[config.mk]
export PLATFORM = sky130hd
export DESIGN_NAME = mem_arbiter_flat
export DESIGN_NICKNAME = d
export VERILOG_FILES = /design/src/rtl/mem_arb_pkg.sv /design/src/rtl/mem_arbiter_if.sv /design/src/rtl/mem_arb_beat_counter.sv /design/src/rtl/mem_arbiter.sv /design/src/flat_wrapper.sv
export SDC_FILE = /design/constraint.sdc
export NUM_CORES = 1
export LEC_CHECK = 0
export ABC_AREA = 1
export CAP_MARGIN = 15
export CORE_AREA = 2 2 104 106
export DETAILED_ROUTE_END_ITERATION = 12
export DIE_AREA = 0 0 106 108
export PLACE_DENSITY = 0.8
export SYNTH_ARGS = -nofsm -noshare
export SYNTH_HDL_FRONTEND = slang
export SYNTH_SLANG_ARGS = --single-unit
[constraint.sdc]
create_clock -name clk -period 11.9 [get_ports clk]
set_input_delay 3.57 -clock clk [delete_from_list [all_inputs] [get_ports clk]]
set_output_delay 3.57 -clock clk [all_outputs]
set_load 0.01 [all_outputs]
[src/rtl/mem_arb_pkg.sv]
// Shared types for the memory arbiter: FSM states, requester IDs and the
// read-burst alignment helper.
package mem_arb_pkg;

    typedef enum logic [1:0] {
        ST_IDLE  = 2'd0,
        ST_ISSUE = 2'd1,
        ST_RESP  = 2'd2
    } arb_state_e;

    typedef enum logic {
        REQ_IC = 1'b0,
        REQ_DC = 1'b1
    } req_id_e;

    localparam int unsigned ADDR_W = 32;
    localparam int unsigned DATA_W = 32;

    // Clears the low log2(beats)+2 address bits so a burst starts on its span.
    function automatic logic [ADDR_W-1:0] burst_align(input logic [ADDR_W-1:0] addr,
                                                      input int unsigned       beats);
        logic [ADDR_W-1:0] span;
        span = ADDR_W'(beats * 4);
        return addr & ~(span - ADDR_W'(1));
    endfunction

endpackage

[src/rtl/mem_arbiter_if.sv]
// Cache-side and memory-side handshake bundle of the memory arbiter.
// slave: the arbiter's view; master: the caches and memory around it.
interface mem_arbiter_if;
    import mem_arb_pkg::*;

    logic              ic_req_valid;
    logic [ADDR_W-1:0] ic_req_addr;
    logic              ic_req_ready;
    logic              ic_resp_valid;
    logic [DATA_W-1:0] ic_resp_data;

    logic              dc_req_valid;
    logic              dc_req_we;
    logic [ADDR_W-1:0] dc_req_addr;
    logic [DATA_W-1:0] dc_req_wdata;
    logic              dc_req_ready;
    logic              dc_resp_valid;
    logic [DATA_W-1:0] dc_resp_data;

    logic              mem_req_valid;
    logic              mem_req_ready;
    logic              mem_req_we;
    logic [ADDR_W-1:0] mem_req_addr;
    logic [DATA_W-1:0] mem_req_wdata;
    logic              mem_resp_valid;
    logic [DATA_W-1:0] mem_resp_data;

    modport slave (
        input  ic_req_valid, ic_req_addr,
        output ic_req_ready, ic_resp_valid, ic_resp_data,
        input  dc_req_valid, dc_req_we, dc_req_addr, dc_req_wdata,
        output dc_req_ready, dc_resp_valid, dc_resp_data,
        output mem_req_valid, mem_req_we, mem_req_addr, mem_req_wdata,
        input  mem_req_ready, mem_resp_valid, mem_resp_data
    );

    modport master (
        output ic_req_valid, ic_req_addr,
        input  ic_req_ready, ic_resp_valid, ic_resp_data,
        output dc_req_valid, dc_req_we, dc_req_addr, dc_req_wdata,
        input  dc_req_ready, dc_resp_valid, dc_resp_data,
        input  mem_req_valid, mem_req_we, mem_req_addr, mem_req_wdata,
        output mem_req_ready, mem_resp_valid, mem_resp_data
    );

endinterface

[src/rtl/mem_arb_beat_counter.sv]
// Counts memory beats accepted in RESP; last flags the final beat of a burst.
module mem_arb_beat_counter #(
    parameter int unsigned BEATS = 4
) (
    input  logic clk,
    input  logic reset,
    input  logic clear,
    input  logic incr,
    output logic last
);

    localparam int unsigned CW = (BEATS > 1) ? $clog2(BEATS) : 1;

    logic [CW-1:0] count_q;

    always_ff @(posedge clk) begin
        if (!reset) begin
            count_q <= '0;
        end else if (clear) begin
            count_q <= '0;
        end else if (incr) begin
            count_q <= count_q + CW'(1);
        end
    end

    assign last = (count_q == CW'(BEATS - 1));

endmodule

[src/rtl/mem_arbiter.sv]
// Two-requester (icache/dcache) arbiter onto a single memory port.
// Define MEM_ARB_ROUND_ROBIN_EN for alternating grants; default is fixed dcache priority.
module mem_arbiter
    import mem_arb_pkg::*;
#(
    parameter int unsigned BEATS = 4
) (
    input  logic          clk,
    input  logic          reset,
    mem_arbiter_if.slave  bus
);

    arb_state_e        state_q, state_d;
    req_id_e           owner_q;
    req_id_e           grant_id;
    logic              grant;
    logic              we_q;
    logic [ADDR_W-1:0] addr_q;
    logic [DATA_W-1:0] wdata_q;
    logic              beat_incr;
    logic              beat_last;

`ifdef MEM_ARB_ROUND_ROBIN_EN
    req_id_e ptr_q;

    always_ff @(posedge clk) begin
        if (!reset) begin
            ptr_q <= REQ_DC;
        end else if (grant) begin
            ptr_q <= (grant_id == REQ_IC) ? REQ_DC : REQ_IC;
        end
    end

    always_comb begin
        grant_id = REQ_IC;
        if (bus.ic_req_valid && bus.dc_req_valid) begin
            grant_id = ptr_q;
        end else if (bus.dc_req_valid) begin
            grant_id = REQ_DC;
        end
    end
`else
    always_comb begin
        grant_id = bus.dc_req_valid ? REQ_DC : REQ_IC;
    end
`endif

    always_ff @(posedge clk) begin
        if (!reset) begin
            state_q <= ST_IDLE;
        end else begin
            state_q <= state_d;
        end
    end

    // Every output is gated by reset so nothing asserts while reset is low,
    // even in the cycle before the synchronous reset edge.
    always_comb begin
        state_d           = state_q;
        grant             = 1'b0;
        beat_incr         = 1'b0;
        bus.ic_req_ready  = 1'b0;
        bus.dc_req_ready  = 1'b0;
        bus.mem_req_valid = 1'b0;
        bus.ic_resp_valid = 1'b0;
        bus.dc_resp_valid = 1'b0;
        if (reset) begin
            case (state_q)
                ST_IDLE: begin
                    if (bus.ic_req_valid || bus.dc_req_valid) begin
                        grant            = 1'b1;
                        bus.ic_req_ready = (grant_id == REQ_IC);
                        bus.dc_req_ready = (grant_id == REQ_DC);
                        state_d          = ST_ISSUE;
                    end
                end
                ST_ISSUE: begin
                    bus.mem_req_valid = 1'b1;
                    if (bus.mem_req_ready) begin
                        state_d = ST_RESP;
                    end
                end
                ST_RESP: begin
                    if (bus.mem_resp_valid) begin
                        beat_incr         = 1'b1;
                        bus.ic_resp_valid = (owner_q == REQ_IC);
                        bus.dc_resp_valid = (owner_q == REQ_DC);
                        if (we_q || beat_last) begin
                            state_d = ST_IDLE;
                        end
                    end
                end
                default: state_d = ST_IDLE;
            endcase
        end
    end

    always_ff @(posedge clk) begin
        if (!reset) begin
            owner_q <= REQ_DC;
            we_q    <= 1'b0;
        end else if (grant) begin
            owner_q <= grant_id;
            we_q    <= (grant_id == REQ_DC) && bus.dc_req_we;
        end
    end

    always_ff @(posedge clk) begin
        if (grant) begin
            if (grant_id == REQ_DC) begin
                addr_q  <= bus.dc_req_we ? bus.dc_req_addr : burst_align(bus.dc_req_addr, BEATS);
                wdata_q <= bus.dc_req_wdata;
            end else begin
                addr_q  <= burst_align(bus.ic_req_addr, BEATS);
                wdata_q <= '0;
            end
        end
    end

    mem_arb_beat_counter #(
        .BEATS (BEATS)
    ) u_beat_counter (
        .clk   (clk),
        .reset (reset),
        .clear (grant),
        .incr  (beat_incr),
        .last  (beat_last)
    );

    assign bus.mem_req_we    = we_q;
    assign bus.mem_req_addr  = addr_q;
    assign bus.mem_req_wdata = wdata_q;
    assign bus.ic_resp_data  = bus.mem_resp_data;
    assign bus.dc_resp_data  = bus.mem_resp_data;

endmodule

[src/flat_wrapper.sv]
// flat-port wrapper written by rule: the top's interface ports become plain ports
module mem_arbiter_flat import mem_arb_pkg::*;
#(
    parameter int unsigned BEATS = 4
)
  (clk, reset, bus_ic_req_valid, bus_ic_req_addr, bus_ic_req_ready, bus_ic_resp_valid, bus_ic_resp_data, bus_dc_req_valid, bus_dc_req_we, bus_dc_req_addr, bus_dc_req_wdata, bus_dc_req_ready, bus_dc_resp_valid, bus_dc_resp_data, bus_mem_req_valid, bus_mem_req_we, bus_mem_req_addr, bus_mem_req_wdata, bus_mem_req_ready, bus_mem_resp_valid, bus_mem_resp_data);
  mem_arbiter_if bus_i ();
  input  logic clk;
  input  logic reset;
  input wire logic [$bits(bus_i.ic_req_valid)-1:0] bus_ic_req_valid;
  input wire logic [$bits(bus_i.ic_req_addr)-1:0] bus_ic_req_addr;
  output wire logic [$bits(bus_i.ic_req_ready)-1:0] bus_ic_req_ready;
  output wire logic [$bits(bus_i.ic_resp_valid)-1:0] bus_ic_resp_valid;
  output wire logic [$bits(bus_i.ic_resp_data)-1:0] bus_ic_resp_data;
  input wire logic [$bits(bus_i.dc_req_valid)-1:0] bus_dc_req_valid;
  input wire logic [$bits(bus_i.dc_req_we)-1:0] bus_dc_req_we;
  input wire logic [$bits(bus_i.dc_req_addr)-1:0] bus_dc_req_addr;
  input wire logic [$bits(bus_i.dc_req_wdata)-1:0] bus_dc_req_wdata;
  output wire logic [$bits(bus_i.dc_req_ready)-1:0] bus_dc_req_ready;
  output wire logic [$bits(bus_i.dc_resp_valid)-1:0] bus_dc_resp_valid;
  output wire logic [$bits(bus_i.dc_resp_data)-1:0] bus_dc_resp_data;
  output wire logic [$bits(bus_i.mem_req_valid)-1:0] bus_mem_req_valid;
  output wire logic [$bits(bus_i.mem_req_we)-1:0] bus_mem_req_we;
  output wire logic [$bits(bus_i.mem_req_addr)-1:0] bus_mem_req_addr;
  output wire logic [$bits(bus_i.mem_req_wdata)-1:0] bus_mem_req_wdata;
  input wire logic [$bits(bus_i.mem_req_ready)-1:0] bus_mem_req_ready;
  input wire logic [$bits(bus_i.mem_resp_valid)-1:0] bus_mem_resp_valid;
  input wire logic [$bits(bus_i.mem_resp_data)-1:0] bus_mem_resp_data;
  assign bus_i.ic_req_valid = bus_ic_req_valid;
  assign bus_i.ic_req_addr = bus_ic_req_addr;
  assign bus_ic_req_ready = bus_i.ic_req_ready;
  assign bus_ic_resp_valid = bus_i.ic_resp_valid;
  assign bus_ic_resp_data = bus_i.ic_resp_data;
  assign bus_i.dc_req_valid = bus_dc_req_valid;
  assign bus_i.dc_req_we = bus_dc_req_we;
  assign bus_i.dc_req_addr = bus_dc_req_addr;
  assign bus_i.dc_req_wdata = bus_dc_req_wdata;
  assign bus_dc_req_ready = bus_i.dc_req_ready;
  assign bus_dc_resp_valid = bus_i.dc_resp_valid;
  assign bus_dc_resp_data = bus_i.dc_resp_data;
  assign bus_mem_req_valid = bus_i.mem_req_valid;
  assign bus_mem_req_we = bus_i.mem_req_we;
  assign bus_mem_req_addr = bus_i.mem_req_addr;
  assign bus_mem_req_wdata = bus_i.mem_req_wdata;
  assign bus_i.mem_req_ready = bus_mem_req_ready;
  assign bus_i.mem_resp_valid = bus_mem_resp_valid;
  assign bus_i.mem_resp_data = bus_mem_resp_data;
  mem_arbiter #(.BEATS(BEATS)) u_core (.clk(clk), .reset(reset), .bus(bus_i));
endmodule
; ---- Word-level counts from Yosys, hierarchy flattened
; Cells that the tools add are included.
[classes]
n_mul = 0
eq_ne = 7
n_mux = 28
add_sub_neg = 1
n_bitwise = 3
div = 0
n_reduce_logical = 7
shifts = 0
n_lt_le_gt_ge = 0
[op_table]
columns = cell, count
row1 = $mux W32, 1
row2 = $mux W1, 21
row3 = $mux W2, 4
row4 = $pmux W2 S3, 1
row5 = $eq A2 B2 Y1 const B, 2
row6 = $mux W4, 1
row7 = $ne A2 B1 Y1 const B, 2
row8 = $ne A2 B2 Y1 const B, 2
row9 = $reduce_and A4 Y1, 1
row10 = $not A1 Y1, 3
row11 = $add A2 B1 Y2 const B, 1
row12 = $eq A2 B1 Y1 const B, 1
row13 = $logic_not A2 Y1, 1
row14 = $logic_or A1 B1 Y1, 2
row15 = $reduce_and A2 Y1, 1
row16 = $reduce_or A2 Y1, 1
row17 = $logic_and A1 B1 Y1, 1
[totals]
reg_bits = 70
latchBits = 0
mem_count = 0
mem_bits_rw = 0
input_bits = 135
out_inout_bits = 134
elab_cells = 53
mem_bits_ro = 0

; ---- Depth between registers and ports, before layout
[logic_depth]
word_depth = 5
ltp_mapped = 6
ltp_nobuf = 5

; ---- Hierarchy
; From an unflattened synthesis, not the netlist that was laid out.
[unflattened]
hier_cells = 342
hier_area_um2 = 3364.5
[modules_own_cells]
columns = module, n_inst, seq_area_each_um2, cells_each, area_each_um2
row1 = mem_arbiter, 1, 2001.9, 328, 3266.9
row2 = mem_arb_beat_counter, 1, 40.0, 14, 97.6

; ---- Worst setup path after synthesis
; No wires, ideal clock.
[synth_path]
path_kind = input to output
from = in bus_dc_req_valid
to = out bus_dc_req_ready
cell_stages = 4
slack_ns = 4.261
arrival_time_ns = 4.069
path_buffers = 2
cell_sequence = buf_6 -> inv_4 -> buf_6 -> nor3_2
[synth_between]
elab_chain_len = 4
[synth_rtl]
columns = element, line
row1 = start: declaration, flat_wrapper.sv:15  ; input wire logic [$bits(bus_i.dc_req_valid)-1:0] bus_dc_req_valid;
row2 = $mux W1 or $logic_or A1 B1 Y1 (tied branches), "mem_arbiter.sv:44, mem_arbiter.sv:70"
row3 = $mux W1 *, mem_arbiter.sv:70  ; if (bus.ic_req_valid || bus.dc_req_valid) begin
row4 = $mux W1 *, mem_arbiter.sv:68  ; case (state_q)
row5 = $mux W1 *, mem_arbiter.sv:67  ; if (reset) begin
row6 = end: declaration, flat_wrapper.sv:19  ; output wire logic [$bits(bus_i.dc_req_ready)-1:0] bus_dc_req_ready;
; Every way passes the cells marked *; elsewhere a longest branch is shown, timed or not.

; ---- Worst setup path in the final report
; Same ends and word-level chain as after synthesis.

==> results.txt <==
- CTS root buf: sky130_fd_sc_hd__clkbuf_8
- Walking the worst path, the cells encountered are buf_2 -> buf_4 -> inv_4 -> nor3_2 -> clkdlybuf4s50_1.
- Wire length after detailed routing: 9.32 mm
- Mean cell area of the mapped netlist: 9.93 sq um
- Net count after synthesis: approximately 480
* Initial core utilization: 0.332
- For the worst setup path, the data required time is ~8.3 ns.
* Portion of total power attributed to sequential cells: 0.505
* Clock H-tree levels: 3
- The synthesized netlist occupies a cell area of 3400 sq um.
* Sequential fraction of the synthesis area: 0.601
- Summing all placed instances gives a cell area of around 4700 sq um.
- Tracing the worst setup path back leads to its startpoint at bus_dc_req_valid.
- Summed over all failing endpoints, the final setup total negative slack is 0 ns.
- For met3 alone, demand over resource in global routing was 0.0536.
- TritonCTS built the clock tree.
- Layout Area Growth over Synthesis: 44.3%
- After routing the design area is between 4000 and 5000 sq um.
- Summed over all layers, the global routing overflow is 0.
- Met2 Track Usage GR: 0.298
- The total area inside the core boundary comes to ~10000 sq um.
- In this run the static leakage power is roughly 2.1 nW.
- Met1 Track Usage GR: 0.151
- Pre-CTS setup slack: 3.00 ns
* Maximum fanout count along the critical path: 63
- Data arrival time of the critical path: 5.37 ns
- Of the total power, combinational logic draws 0.193.
- Input/output buffers: approximately 170
* Path type of the worst setup path: in -> out
- The die covers 11400 sq um.
- Routed vias: 2486
- IR analysis of the VDD net gives a maximum drop of ~0.061 mV.
* Number of design rule violations left after detail routing: 0
* Share of power burned in the clock network: 0.302
- Synthesis-stage register bit count: 70
- The wire-length estimate of the detail-placed layout is a little over 7 mm.
- Std cell rows: 37
- Post-CTS repair changed the size of 0 cells.
- Crit Reg-Reg Startpoint: u_core.state_q[1]$_SDFFE_PN0P_
* Source of the worst hold timing path: u_core.u_beat_counter.count_q[0]$_SDFFE_PP0P_
- Starting DRT DRC Count: 152
- Derived from the worst setup path, the maximum achievable clock frequency is roughly 0.11 GHz.
- Tot Pwr: 0.592 mW
- Internal power comes to roughly 0.45 mW.
- In the synthesized netlist, the number of instances is 342.
- In the post-route analysis, the smallest setup slack over all paths is approximately 3 ns.
* Pwr dens: 121 nW/um^2
- Fraction of final layout cells sized beyond drive strength 1: 0.0618
- STA classifies the critical path startpoint as an input pin.
- Max-cap violations: 0
- Across every metal layer, demand over resource in global routing totals 0.158.
- Switching Power: 0.140 mW
- The via count of the first global-routing pass is 2406.
- Dividing the detail-routed wire length by the instance count gives approximately 16 um.
- Clock slew seen by the registers of the worst setup and hold paths: approximately 0.07 ns
- Number of setup buffers added after CTS: 0
- Layout filler cell count: about 900
- Setup repair after global routing left no endpoint under its margin.
- The pre-antenna-repair detailed-routing pass consisted of 6 iterations.
- Outcome: finished clean
- Of the available clock period, the critical path in the final layout requires 0.751.
- The first global-routing pass estimated approximately 13 mm of wire.
- The die is 108 um tall.
- TritonCTS created 9 clock buffers.
* Hold-fix buffers, CTS: 0
- The number of antenna violations at the first check in global routing came to 0.
- Busiest layer in global routing: met2
- The number of max-slew violations in the final report was 0.
- The later pin in the worst-skew pair is clocked with a latency of 0.34 ns.
* Number of nets in the final layout: 585
* Slowest CP cell: sky130_fd_sc_hd__clkdlybuf4s50_1
- Final hold viol count: 0
- Reg area: just over 2000 sq um
- The worst setup path is captured at an output port.
- Worst min-delay path class: reg -> reg
* Chip width: 106 um
- Measured against its own limit, the worst slew margin works out to 0.459.
* Total clock sinks: 70
- CTS Buffer Depth: 2
- Pin slew with the least headroom to its limit: slightly above 0.8 ns
- The count of nets left with antenna violations once routing finished came out at 0.
- Shortest clock period the worst path allows after layout: just under 9 ns
- Synth warnings: 0
* Utilization of the core after routing: 0.479
* Area used by multi-input combinational logic: 647 sq um
* Top-Level Pins: around 270
- Routability-driven placement congestion ratio: 0.836
- Avg Vias per Cell: approximately 4.2
- Setup violations remaining at the end of the flow were counted as 0.
* Switching fraction of total power: 0.237
- Slowest Stage Delay on Critical Path: roughly 0.56 ns
- Crit-path leading delay family: buffers and inverters
* Post-synth cell types: 23
* Number of antenna repair diodes: 0
- Pin count of the biggest net entering global routing: 65
* Worst Clk Skew: just under 0.007 ns
- Count of buffer and inverter cells on the critical path: 4
==> worst min-delay path: stages, from the launching register on <==
cell	delay [ns]
sky130_fd_sc_hd__dfxtp_1	0.33
sky130_fd_sc_hd__nand2_1	0.07
sky130_fd_sc_hd__a21oi_1	0.06
==> synth_stat cells <==
library cell | instances | area [sq um]
sky130_fd_sc_hd__nor3_2 | 1 | 10.0
sky130_fd_sc_hd__o211ai_2 | 1 | 12.5
sky130_fd_sc_hd__edfxtp_1 | 64 | 1920
sky130_fd_sc_hd__nand3_1 | 6 | 30.0
sky130_fd_sc_hd__o31ai_2 | 1 | 12.5
sky130_fd_sc_hd__nor2_2 | 1 | 6.26
sky130_fd_sc_hd__nor3_1 | 1 | 5.00
sky130_fd_sc_hd__ha_1 | 1 | 12.5
sky130_fd_sc_hd__o21ai_0 | 1 | 5.00
sky130_fd_sc_hd__a21oi_1 | 2 | 10.0
sky130_fd_sc_hd__buf_2 | 8 | 40.0
sky130_fd_sc_hd__inv_4 | 1 | 6.26
sky130_fd_sc_hd__dfxtp_1 | 6 | 120
sky130_fd_sc_hd__inv_1 | 41 | 154
sky130_fd_sc_hd__o21ai_1 | 1 | 5.00
sky130_fd_sc_hd__nor2_1 | 10 | 37.5
sky130_fd_sc_hd__nor4_2 | 1 | 12.5
sky130_fd_sc_hd__nand4_1 | 1 | 6.26
sky130_fd_sc_hd__buf_6 | 2 | 22.5
sky130_fd_sc_hd__nand2_2 | 2 | 12.5
sky130_fd_sc_hd__nand2_1 | 123 | 462
sky130_fd_sc_hd__inv_2 | 3 | 11.3
sky130_fd_sc_hd__buf_4 | 64 | 480
==> state kept, by name, summed over array words and instances, names as in the netlist <==
signal,flops
u_core.bus.mem_req_addr,32
u_core.bus.mem_req_wdata,32
u_core.owner_q,1
u_core.state_q,2
u_core.bus.mem_req_we,1
u_core.u_beat_counter.count_q,2
==> power by group through the flow <==
| stage | Clock, mW | Sequential, mW | Combinational (mW) |
|---|---|---|---|
| after global placement | 0 | 0.304 | 0.113 |
| after global routing | 0.194 | 0.301 | 0.123 |
| final | 0.179 | 0.299 | 0.114 |
| after detailed placement | 0 | 0.305 | 0.115 |
| after CTS | 0.185 | 0.299 | 0.116 |
| after floorplan | 0 | 0.315 | 0.0523 |
==> per-layer routing <==
metal / up-vias / wire [um]
met4: 0 / 260
li1: 1214 / -
met1: 1083 / 3130
met2: 163 / 4930
met3: 26 / 994
met5: - / 0
==> stage by stage <==
stage | hold slack [ns] | instances
after global routing | 0.539 | 589
after floorplan | 0.457 | 342
after detailed placement | 0.487 | 574
after CTS | 0.504 | 589
after global placement | 0.467 | 574
final | 0.496 | 589
==> cells in the final DEF, fill, tap and decap left out, types with 2 or more instances in the layout <==
master,Yosys,layout
sky130_fd_sc_hd__clkdlybuf4s50_1,0,167
sky130_fd_sc_hd__nand2_1,123,123
sky130_fd_sc_hd__edfxtp_1,64,64
sky130_fd_sc_hd__inv_1,41,41
sky130_fd_sc_hd__nor2_1,10,9
sky130_fd_sc_hd__clkbuf_8,0,9
sky130_fd_sc_hd__nand3_1,6,6
sky130_fd_sc_hd__dfxtp_1,6,6
sky130_fd_sc_hd__inv_2,3,3
sky130_fd_sc_hd__nand2_2,2,2
sky130_fd_sc_hd__a21oi_1,2,2
sky130_fd_sc_hd__clkinv_2,0,2
sky130_fd_sc_hd__buf_4,64,2
==> logic make-up (layout without fill, tap and decap cells) <==
kind of cell | after synthesis | after routing | share of synthesized area
buffers and inverters | 119 | 230 | 0.210
DFF | 70 | 70 | 0.601
and+or+nand+nor | 146 | 146 | 0.171
adders and majority gates | 1 | 1 | 0.00368
AOI/OAI and AO/OA | 6 | 6 | 0.0133
==> final cells by class <==
class                           count  share of cell area
Multi-Input combinational cell    153               0.132
Tap cell                          136              0.0347
Clock inverter                      5              0.0105
Sequential cell                    70               0.417
Inverter                           45              0.0350
Clock buffer                       10              0.0260
Timing Repair Buffer              170               0.345
==> path summary, 6_finish.rpt <==
check / to / cells after the start / slack [ns]
min: u_core.u_beat_counter.count_q[0]$_SDFFE_PP0P_ / 2 / 0.50
min reg2reg: u_core.u_beat_counter.count_q[0]$_SDFFE_PP0P_ / 2 / 0.50
max: bus_dc_req_ready / 5 / 2.96
max reg2reg: u_core.bus.mem_req_addr[28]$_DFFE_PP_ / 4 / 10.05
No activity file was read; power rests on OpenSTA's default activity.
